### config.mk
export PLATFORM = sky130hd
export DESIGN_NAME = clint
export DESIGN_NICKNAME = d
export VERILOG_FILES = /design/src/rtl/clint_pkg.sv /design/src/rtl/clint_rtc_tick.sv /design/src/rtl/clint.sv
export SDC_FILE = /design/constraint.sdc
export NUM_CORES = 1
export LEC_CHECK = 0
export BUFFER_PORTS_ARGS = -buffer_cell sky130_fd_sc_hd__buf_2
export CAP_MARGIN = 20
export CORE_MARGIN = 2
export CORE_UTILIZATION = 35
export DETAILED_ROUTE_END_ITERATION = 8
export PLACE_DENSITY_LB_ADDON = 0.3
export SLEW_MARGIN = 20
export SYNTH_ARGS = -nofsm -noshare
export SYNTH_HDL_FRONTEND = slang
export SYNTH_SLANG_ARGS = --single-unit
### constraint.sdc
create_clock -name clock -period 5 [get_ports clock]
set_clock_uncertainty 0.15 [all_clocks]
set_input_delay 0.25 -clock clock [delete_from_list [all_inputs] [get_ports clock]]
set_output_delay 0.25 -clock clock [all_outputs]
set_load 0.01 [all_outputs]
### src/rtl/clint_pkg.sv
// clint_pkg: constants and helpers shared by the core-local interruptor.
//   - clint address window, RTC divider constant
//   - register offsets inside the window
//   - register selector enum, word decode and byte-merge helpers
package clint_pkg;

    localparam int unsigned clk_freq = 50_000_000;
    localparam int unsigned rtc_freq = 6_250_000;

    localparam logic [31:0] clint_base_addr = 32'h0200_0000;
    localparam logic [31:0] clint_top_addr  = 32'h0200_FFFF;

    // Half-period of the RTC in core clocks, minus 1.
    localparam logic [15:0] clk_divider_rtc = 16'((clk_freq / rtc_freq) / 2 - 1);

    localparam logic [15:0] clint_msip_off     = 16'h0000;
    localparam logic [15:0] clint_mtimecmp_off = 16'h4000;
    localparam logic [15:0] clint_mtime_off    = 16'hBFF8;

    typedef enum logic [2:0] {
        REG_NONE,
        REG_MSIP,
        REG_CMP_LO,
        REG_CMP_HI,
        REG_TIME_LO,
        REG_TIME_HI
    } clint_reg_e;

    // word = offset[15:2]
    function automatic clint_reg_e clint_decode(input logic [13:0] word);
        clint_reg_e r_sel;
        r_sel = REG_NONE;
        if (word == clint_msip_off[15:2])
            r_sel = REG_MSIP;
        else if (word == clint_mtimecmp_off[15:2])
            r_sel = REG_CMP_LO;
        else if (word == clint_mtimecmp_off[15:2] + 14'd1)
            r_sel = REG_CMP_HI;
        else if (word == clint_mtime_off[15:2])
            r_sel = REG_TIME_LO;
        else if (word == clint_mtime_off[15:2] + 14'd1)
            r_sel = REG_TIME_HI;
        return r_sel;
    endfunction

    function automatic logic [31:0] byte_merge(input logic [31:0] old_v,
                                               input logic [31:0] new_v,
                                               input logic [3:0]  strb);
        logic [31:0] r_out;
        r_out = old_v;
        for (int i = 0; i < 4; i++)
            if (strb[i]) r_out[8*i +: 8] = new_v[8*i +: 8];
        return r_out;
    endfunction

endpackage

### src/rtl/clint_rtc_tick.sv
// clint_rtc_tick: derives the real-time-clock tick from the core clock.
//   clock  in   core clock
//   reset  in   asynchronous, active-high reset
//   tick   out  one-cycle strobe, once per RTC period
module clint_rtc_tick #(
    parameter logic [15:0] clk_divider_rtc = clint_pkg::clk_divider_rtc
) (
    input  logic clock,
    input  logic reset,
    output logic tick
);

    logic [15:0] r_div;
    logic        r_rtc;
    logic        w_wrap;

    assign w_wrap = (r_div == clk_divider_rtc);

    always_ff @(posedge clock or posedge reset) begin
        if (reset) begin
            r_div <= 16'd0;
            r_rtc <= 1'b0;
        end else if (w_wrap) begin
            r_div <= 16'd0;
            r_rtc <= ~r_rtc;
        end else begin
            r_div <= r_div + 16'd1;
        end
    end

    // rtc comes out of reset low, so the wrap taken while it is high closes a
    // full RTC period and opens the next rising phase. Ticking there puts the
    // first tick 2*(clk_divider_rtc+1) clocks after reset release.
    assign tick = w_wrap & r_rtc;

endmodule

### src/rtl/clint.sv
// clint: core-local interruptor (msip, mtimecmp, mtime).
//   clock, reset          core clock, asynchronous active-high reset
//   clint_valid/instr     request strobe, instruction-fetch flag
//   clint_addr/wdata/wstrb absolute byte address, write data, byte enables
//   clint_rdata/ready     registered response, one cycle after the request
//   clint_msip/mtip       machine software / timer interrupt pending
//   clint_mtime           current mtime for the time/timeh CSRs
module clint #(
    parameter logic [15:0] clk_divider_rtc = clint_pkg::clk_divider_rtc
) (
    input  logic        clock,
    input  logic        reset,
    input  logic        clint_valid,
    input  logic        clint_instr,
    input  logic [31:0] clint_addr,
    input  logic [31:0] clint_wdata,
    input  logic [3:0]  clint_wstrb,
    output logic [31:0] clint_rdata,
    output logic        clint_ready,
    output logic        clint_msip,
    output logic        clint_mtip,
    output logic [63:0] clint_mtime
);
    import clint_pkg::*;

    localparam logic [31:0] win_span = clint_top_addr - clint_base_addr;

    logic        w_tick;
    logic [31:0] w_off;
    logic        w_in_win;
    clint_reg_e  w_reg;
    logic        w_req;
    logic        w_wr;
    logic        w_rd;
    logic [63:0] w_mtime_inc;
    logic [63:0] w_mtime_next;
    logic [63:0] w_cmp_next;
    logic        w_msip_next;
    logic [31:0] w_rdata_next;

    logic [63:0] r_mtime;
    logic [63:0] r_mtimecmp;
    logic        r_msip;
    logic        r_mtip;
    logic        r_ready;
    logic [31:0] r_rdata;

    clint_rtc_tick #(.clk_divider_rtc(clk_divider_rtc)) u_rtc_tick (
        .clock (clock),
        .reset (reset),
        .tick  (w_tick)
    );

    assign w_off    = clint_addr - clint_base_addr;
    assign w_in_win = (w_off <= win_span);
    assign w_reg    = w_in_win ? clint_decode(w_off[15:2]) : REG_NONE;

    // Fetches are answered with zero and never touch state.
    assign w_req = clint_valid & ~clint_instr;
    assign w_wr  = w_req & (|clint_wstrb);
    assign w_rd  = w_req & ~(|clint_wstrb);

    assign w_mtime_inc = r_mtime + 64'(w_tick);

    // A software write to an mtime word merges over the already-incremented
    // value, so unwritten bytes still advance on a coinciding tick.
    always_comb begin
        w_mtime_next = w_mtime_inc;
        w_cmp_next   = r_mtimecmp;
        w_msip_next  = r_msip;
        if (w_wr) begin
            case (w_reg)
                REG_MSIP:    if (clint_wstrb[0]) w_msip_next = clint_wdata[0];
                REG_CMP_LO:  w_cmp_next[31:0]    = byte_merge(r_mtimecmp[31:0], clint_wdata, clint_wstrb);
                REG_CMP_HI:  w_cmp_next[63:32]   = byte_merge(r_mtimecmp[63:32], clint_wdata, clint_wstrb);
                REG_TIME_LO: w_mtime_next[31:0]  = byte_merge(w_mtime_inc[31:0], clint_wdata, clint_wstrb);
                REG_TIME_HI: w_mtime_next[63:32] = byte_merge(w_mtime_inc[63:32], clint_wdata, clint_wstrb);
                default: ;
            endcase
        end
    end

    always_comb begin
        w_rdata_next = 32'd0;
        if (w_rd) begin
            case (w_reg)
                REG_MSIP:    w_rdata_next = {31'd0, r_msip};
                REG_CMP_LO:  w_rdata_next = r_mtimecmp[31:0];
                REG_CMP_HI:  w_rdata_next = r_mtimecmp[63:32];
                REG_TIME_LO: w_rdata_next = r_mtime[31:0];
                REG_TIME_HI: w_rdata_next = r_mtime[63:32];
                default:     w_rdata_next = 32'd0;
            endcase
        end
    end

    always_ff @(posedge clock or posedge reset) begin
        if (reset) begin
            r_mtime    <= 64'd0;
            r_mtimecmp <= '1;
            r_msip     <= 1'b0;
            r_mtip     <= 1'b0;
            r_ready    <= 1'b0;
            r_rdata    <= 32'd0;
        end else begin
            r_mtime    <= w_mtime_next;
            r_mtimecmp <= w_cmp_next;
            r_msip     <= w_msip_next;
            r_mtip     <= (r_mtime >= r_mtimecmp);
            r_ready    <= clint_valid;
            r_rdata    <= w_rdata_next;
        end
    end

    assign clint_rdata = r_rdata;
    assign clint_ready = r_ready;
    assign clint_msip  = r_msip;
    assign clint_mtip  = r_mtip;
    assign clint_mtime = r_mtime;

endmodule

* Word-level counts from Yosys, hierarchy flattened *
Cells that the tools add are included.

word-level totals
  word-level logic and storage cells = 68
  bits of input ports = 72
  bits in registers = 180

cells by class
  equal/unequal tests = 10
  $add $sub $neg = 3
  mux-type cells = 20
  bitwise logic cells = 7
  reduce and logical (&&, ||, !) cells = 11
  magnitude comparators = 2

operator list
  kind                      count
  $pmux W32 S5              1
  $mux W32                  3
  $add A64 B1 Y64           1
  $ge A64 B64 Y1            1
  $mux W64                  1
  $mux W8                   8
  $le A32 B16 Y1 const B    1
  $sub A32 B26 Y32 const B  1
  $eq A14 B13 Y1 const B    2
  $eq A14 B14 Y1 const B    2
  $reduce_and A3 Y1         9
  $mux W3                   6
  $add A16 B1 Y16 const B   1
  $eq A16 B2 Y1 const B     1
  $mux W16                  1
  $logic_not A14 Y1         1
  $eq A3 B2 Y1 const B      2
  $eq A3 B3 Y1 const B      2
  $and A1 B1 Y1             4
  $reduce_or A4 Y1          1
  $eq A3 B1 Y1 const B      1
  $not A1 Y1                3

* Longest topological paths before layout *
  word-level depth = 11
  depth in mapped cells = 13
  depth with buffers taken out = 12

* By module *
From an unflattened synthesis, not the netlist that was laid out.

second synthesis, totals
  cell total of the unflattened synthesis = 1121
  area total of the unflattened synthesis = 10774.1 um2

modules (own cells, without submodules)
  module          sequential area each (um2)  cells each  area each (um2)  instances
  clint           4159.0                      1052        9988.3           1
  clint_rtc_tick  425.4                       69          785.8            1

* Worst setup path before layout *
Ideal clock, no wire load.

  path kind = register -> register
  start point = register u_rtc_tick.r_div[0]
  end point = register r_mtime[56], in the netlist clint_mtime[56]
  path buffers = 1
  slack = 1808 ps
  arrival time = 2906 ps
  cell stages (with the launch flop) = 14
  library setup time = 136 ps
  cells stage by stage = dfrtp_1 -> ha_1 -> nor4b_1 -> and4_1 -> and2_1 -> ha_1 -> ha_1 -> and4_1 -> and3_1 -> nand4_1 -> clkbuf_1 -> nor3_1 -> xnor2_1 -> o21ai_0

between the ends
  word-level cells in the longest chain between the ends = 6

ends and longest elaborated chain
  item                    line                  source
  start, declared         clint_rtc_tick.sv:13  logic [15:0] r_div;
  start signal, assigned  clint_rtc_tick.sv:27  r_div <= r_div + 16'd1;
  $eq A16 B2 Y1 *         clint_rtc_tick.sv:17  assign w_wrap = (r_div == clk_divider_rtc);
  $and A1 B1 Y1 *         clint_rtc_tick.sv:34  assign tick = w_wrap & r_rtc;
  $add A64 B1 Y64 *       clint.sv:63           assign w_mtime_inc = r_mtime + 64'(w_tick);
  $mux W8                 clint_pkg.sv:52       if (strb[i]) r_out[8*i +: 8] = new_v[8*i +: 8];
  $mux W32                clint.sv:72           case (w_reg)
  $mux W64 *              clint.sv:71           if (w_wr) begin
  net w_mtime_next[56]    clint.sv:36           logic [63:0] w_mtime_next;
  end signal, assigned    clint.sv:106          r_mtime <= w_mtime_next;
  end, declared           clint.sv:41           logic [63:0] r_mtime;

Mark *: on every way through the listed nets, which the timed path passes. The rest lies on a longest branch.
A chain may end at the register's enable or synchronous reset.

* Final worst setup path *
  start point = register u_rtc_tick.r_div[0]
  end point = register r_mtime[46], in the netlist clint_mtime[46]

Same word-level chain as after synthesis.

==> flow_summary.yaml <==
outcome:
  status: "finished with violations"
  violations: "hold timing"
timing:
  drv_slew: 0
  fin_crit_sh: 0.8218
  setup_viol: 0
  worstMarginPinSlew_ns: 1.155
  setup_tns_ns: 0
  max_slew_margin: 0.2303
  period_minus_slack_ns: 4.109
  worst_hold_slack_ns: -0.1943
  fmax_ghz: 0.2434
  finalWorstSetupSlack_ns: 0.8911
  finalHoldViolations: 44
  rsz0062_at_grt: "false"
grt:
  antenna_found_initial: 1
  grt_overflow_total: 0
  grt_pass1_wl_um: 49640
  track_usage: 0.2044
  grt_max_degree: 181
  grt_pass1_vias: 8650
yosys:
  syn_nets: 1198
  ys_seq_area_frac: 0.4287
  syn_avg_cell_area_sq_um: 10.11
  yosys.cell_types.count: 52
  ys_ff_latch: 180
  synth_cells: 1058
  synthMuxAreaShare: 0.1202
  synth-edff-count: 0
  synth_compound_gate_area_share: 0.09560
  synthAdderAreaFrac: 0.07957
  synth_ff_type: "dfrtp_1"
  async_reset_ff_frac: 1.000
  synth_simple_gate_area_frac: 0.1683
  syn_area_sq_mm: 0.01069
  synth_top_family_by_area: "simple AND/OR/NAND/NOR gates"
  synth_warnings: 0
  synthXorXnorAreaFrac: 0.06389
clocking:
  numCtsBuffers: 17
  cts_tree: "yes"
  ctsRootBufferMaster: "clkbuf_16"
  cts_sinks: 180
  hold_buffers: 33
  clk_pin_slew_worst_paths_ns: 0.08
  cts_resized: 0
  htree_levels: 4
  clockBufferDepth: 2
  post_cts_buffers: 0
  clock_latency_ns: 0.44
cells_and_area:
  final_design_area_no_fill_sq_mm: 0.01291
  layout-drive-gt1-share: 0.2966
  fin_nets: 1398
  area_growth_pct: 20.71
  utilization: 0.4320
worst_setup_path:
  rr_endpoint: "clint_mtime[46]"
  cp.arrival_ns: 4.29
  crit_type: "register to register"
  crit_path_start_kind: "register"
  r2r-start: "u_rtc_tick.r_div[0]"
  cp-startpoint: "u_rtc_tick.r_div[0]"
  reg2reg_slack_ns: 0.89
  endpoint_kind: "register"
  cp_common_cell: "ha_1"
  slowest_stage: "dfrtp_1"
  worstPathMaxFanout: 13
  worst-r2r-cell-count: 13
  path_cells: "ha_1 > nor4b_1 > and4_1 > and2_1 > ha_1 > ha_1 > and4_1 > and3_1 > nand4_1 > buf_4 > nor3_1 > xor2_1 > mux2_2"
  cp.required_ns: 5.18
  cp_slowest_stage_delay_ns: 0.41
floorplan:
  start_util: 0.3579
  die_x_um: 178.8
  fp.dieH_um: 178.8
  die_area_sq_mm: 0.03196
  core_area_sq_mm: 0.02987
  io_pins: 171
  std_cell_rows: 63
place:
  port_buffers: 168
  gp_congestion: 0.8760
  placed_area_sq_mm: 0.01202
  dp_hpwl_um: 22860
  dpl_worst_slack_ns: 0.8889
route:
  ant_nets: 0
  wire_per_inst_um: 19.11
  via_count: 8826
  route.detailed.drc: 0
  drt_pre_antenna_iters: 5
  via_per_inst: 5.310
  drtIter0Drc: 580
  wirelength_um: 31760
worst_hold_path:
  min_path_type: "primary input to async pin"
flow_run:
  maxCapViolCount: 0
power:
  p_per_area_mw_per_mm2: 226.4
  p_leak_uw: 0.005646
  vdd_drop_max_mv: 0.2221
cell usage after synthesis (2+ instances only):
cell	instances	share of area
o2111ai_1	3	0.0025
nor4_1	14	0.0082
xor2_1	20	0.016
o21a_1	2	0.0014
nand3_4	6	0.0098
or2_2	3	0.0018
xnor2_1	58	0.048
mux2i_1	32	0.030
a21o_1	6	0.0042
nand2_1	93	0.033
and2_1	37	0.022
nor2b_1	3	0.0018
and3_1	20	0.012
a211oi_1	3	0.0021
o21ai_0	57	0.027
ha_1	68	0.080
buf_6	2	0.0021
nand2b_1	2	0.0012
clkbuf_1	28	0.0098
or3_1	2	0.0012
dfrtp_1	116	0.27
nor2_1	41	0.014
and4_1	8	0.0066
nor4b_1	3	0.0025
a221oi_1	3	0.0025
nand3_1	34	0.016
nor3_1	37	0.017
buf_2	5	0.0023
a21oi_1	18	0.0084
inv_1	83	0.029
mux2_4	11	0.015
mux2_2	69	0.073
nand2_4	2	0.0021
o22ai_1	31	0.018
nand4_1	25	0.015
mux2_1	2	0.0021
dfstp_2	64	0.16
a22oi_1	32	0.022
a221o_1	2	0.0019
state kept, by name, indices dropped and copies added (netlist names):
name and cells:
clint_mtime 64, clint_msip 1, u_rtc_tick.r_rtc 1, u_rtc_tick.r_div 16, clint_rdata 32, r_mtimecmp 64, clint_mtip 1, clint_ready 1
metrics by stage:
step	total power [uW]	std cells
3_5_place_dp	1611	1596
4_1_cts	2946	1661
5_1_grt	3020	1662
3_3_place_gp	1610	1596
2_1_floorplan	1544	1058
6_report	2923	1662
cell type report:
cell class,instances,area (sq um)
sequential,180,4584
inverter,83,315.3
tap,390,488.0
timing repair buffer,217,1304
fill,2875,16970
clock inverter,13,125.1
clock buffer,19,432.9
antenna,1,2.502
multi-input combinational,759,5655
critical path, delay by kind of cell, from the launching register on:
family                   cells  cell delay, ns
XOR/XNOR                     1            0.09
adder cells (fa/ha/maj)      3            0.65
multiplexers                 1            0.27
flip-flops                   1            0.41
buffers and inverters        1            0.38
AND/OR/NAND/NOR              7            2.03
cells in the final DEF, fill, tap and decap left out, types with 5 or more instances in the layout:
cell           instances
a21o_1                 6
a21oi_1               18
a22oi_1               32
and2_1                37
and3_1                20
and4_1                 8
buf_2                168
buf_4                 15
clkbuf_16             17
dfrtp_1              116
dfstp_2               64
dlygate4sd3_1         33
ha_1                  68
inv_1                 82
inv_6                  5
mux2_2                69
mux2_4                11
mux2i_1               32
nand2_1               93
nand3_1               33
nand3_4                6
nand4_1               25
nor2_1                41
nor3_1                37
nor4_1                13
o21ai_0               57
o22ai_1               31
xnor2_1               58
xor2_1                20
report_power, final:
| group | internal (uW) | switching (uW) | total (uW) |
|---|---|---|---|
| clock network | 695 | 625 | 1320 |
| logic | 55.4 | 88.9 | 144 |
| registers | 1460 | 0.0737 | 1460 |
how the worst max path moves through the flow:
stage | end | slack, ns | depth (start not counted)
after floorplan | clint_mtime[56] | 1.81 | 13
after global placement | clint_mtime[46] | 1.00 | 13
after detailed placement | clint_mtime[46] | 0.89 | 13
after CTS | clint_mtime[46] | 0.87 | 13
after global routing | clint_mtime[46] | 0.62 | 13
final | clint_mtime[46] | 0.89 | 13
cell families after synthesis:
family / count (synthesis)
flops: 180
buf+inv: 119
compound gates: 164
fa+ha+maj: 68
simple gates: 335
xor+xnor: 78
mux: 114
layer usage:
metal / share of wire / global-route usage
met1: 0.45 / 0.2803
met2: 0.47 / 0.3301
met3: 0.059 / 0.03520
met4: 0.019 / 0.05996
met5: 0 / 0
(Power assumes the default switching activity.)
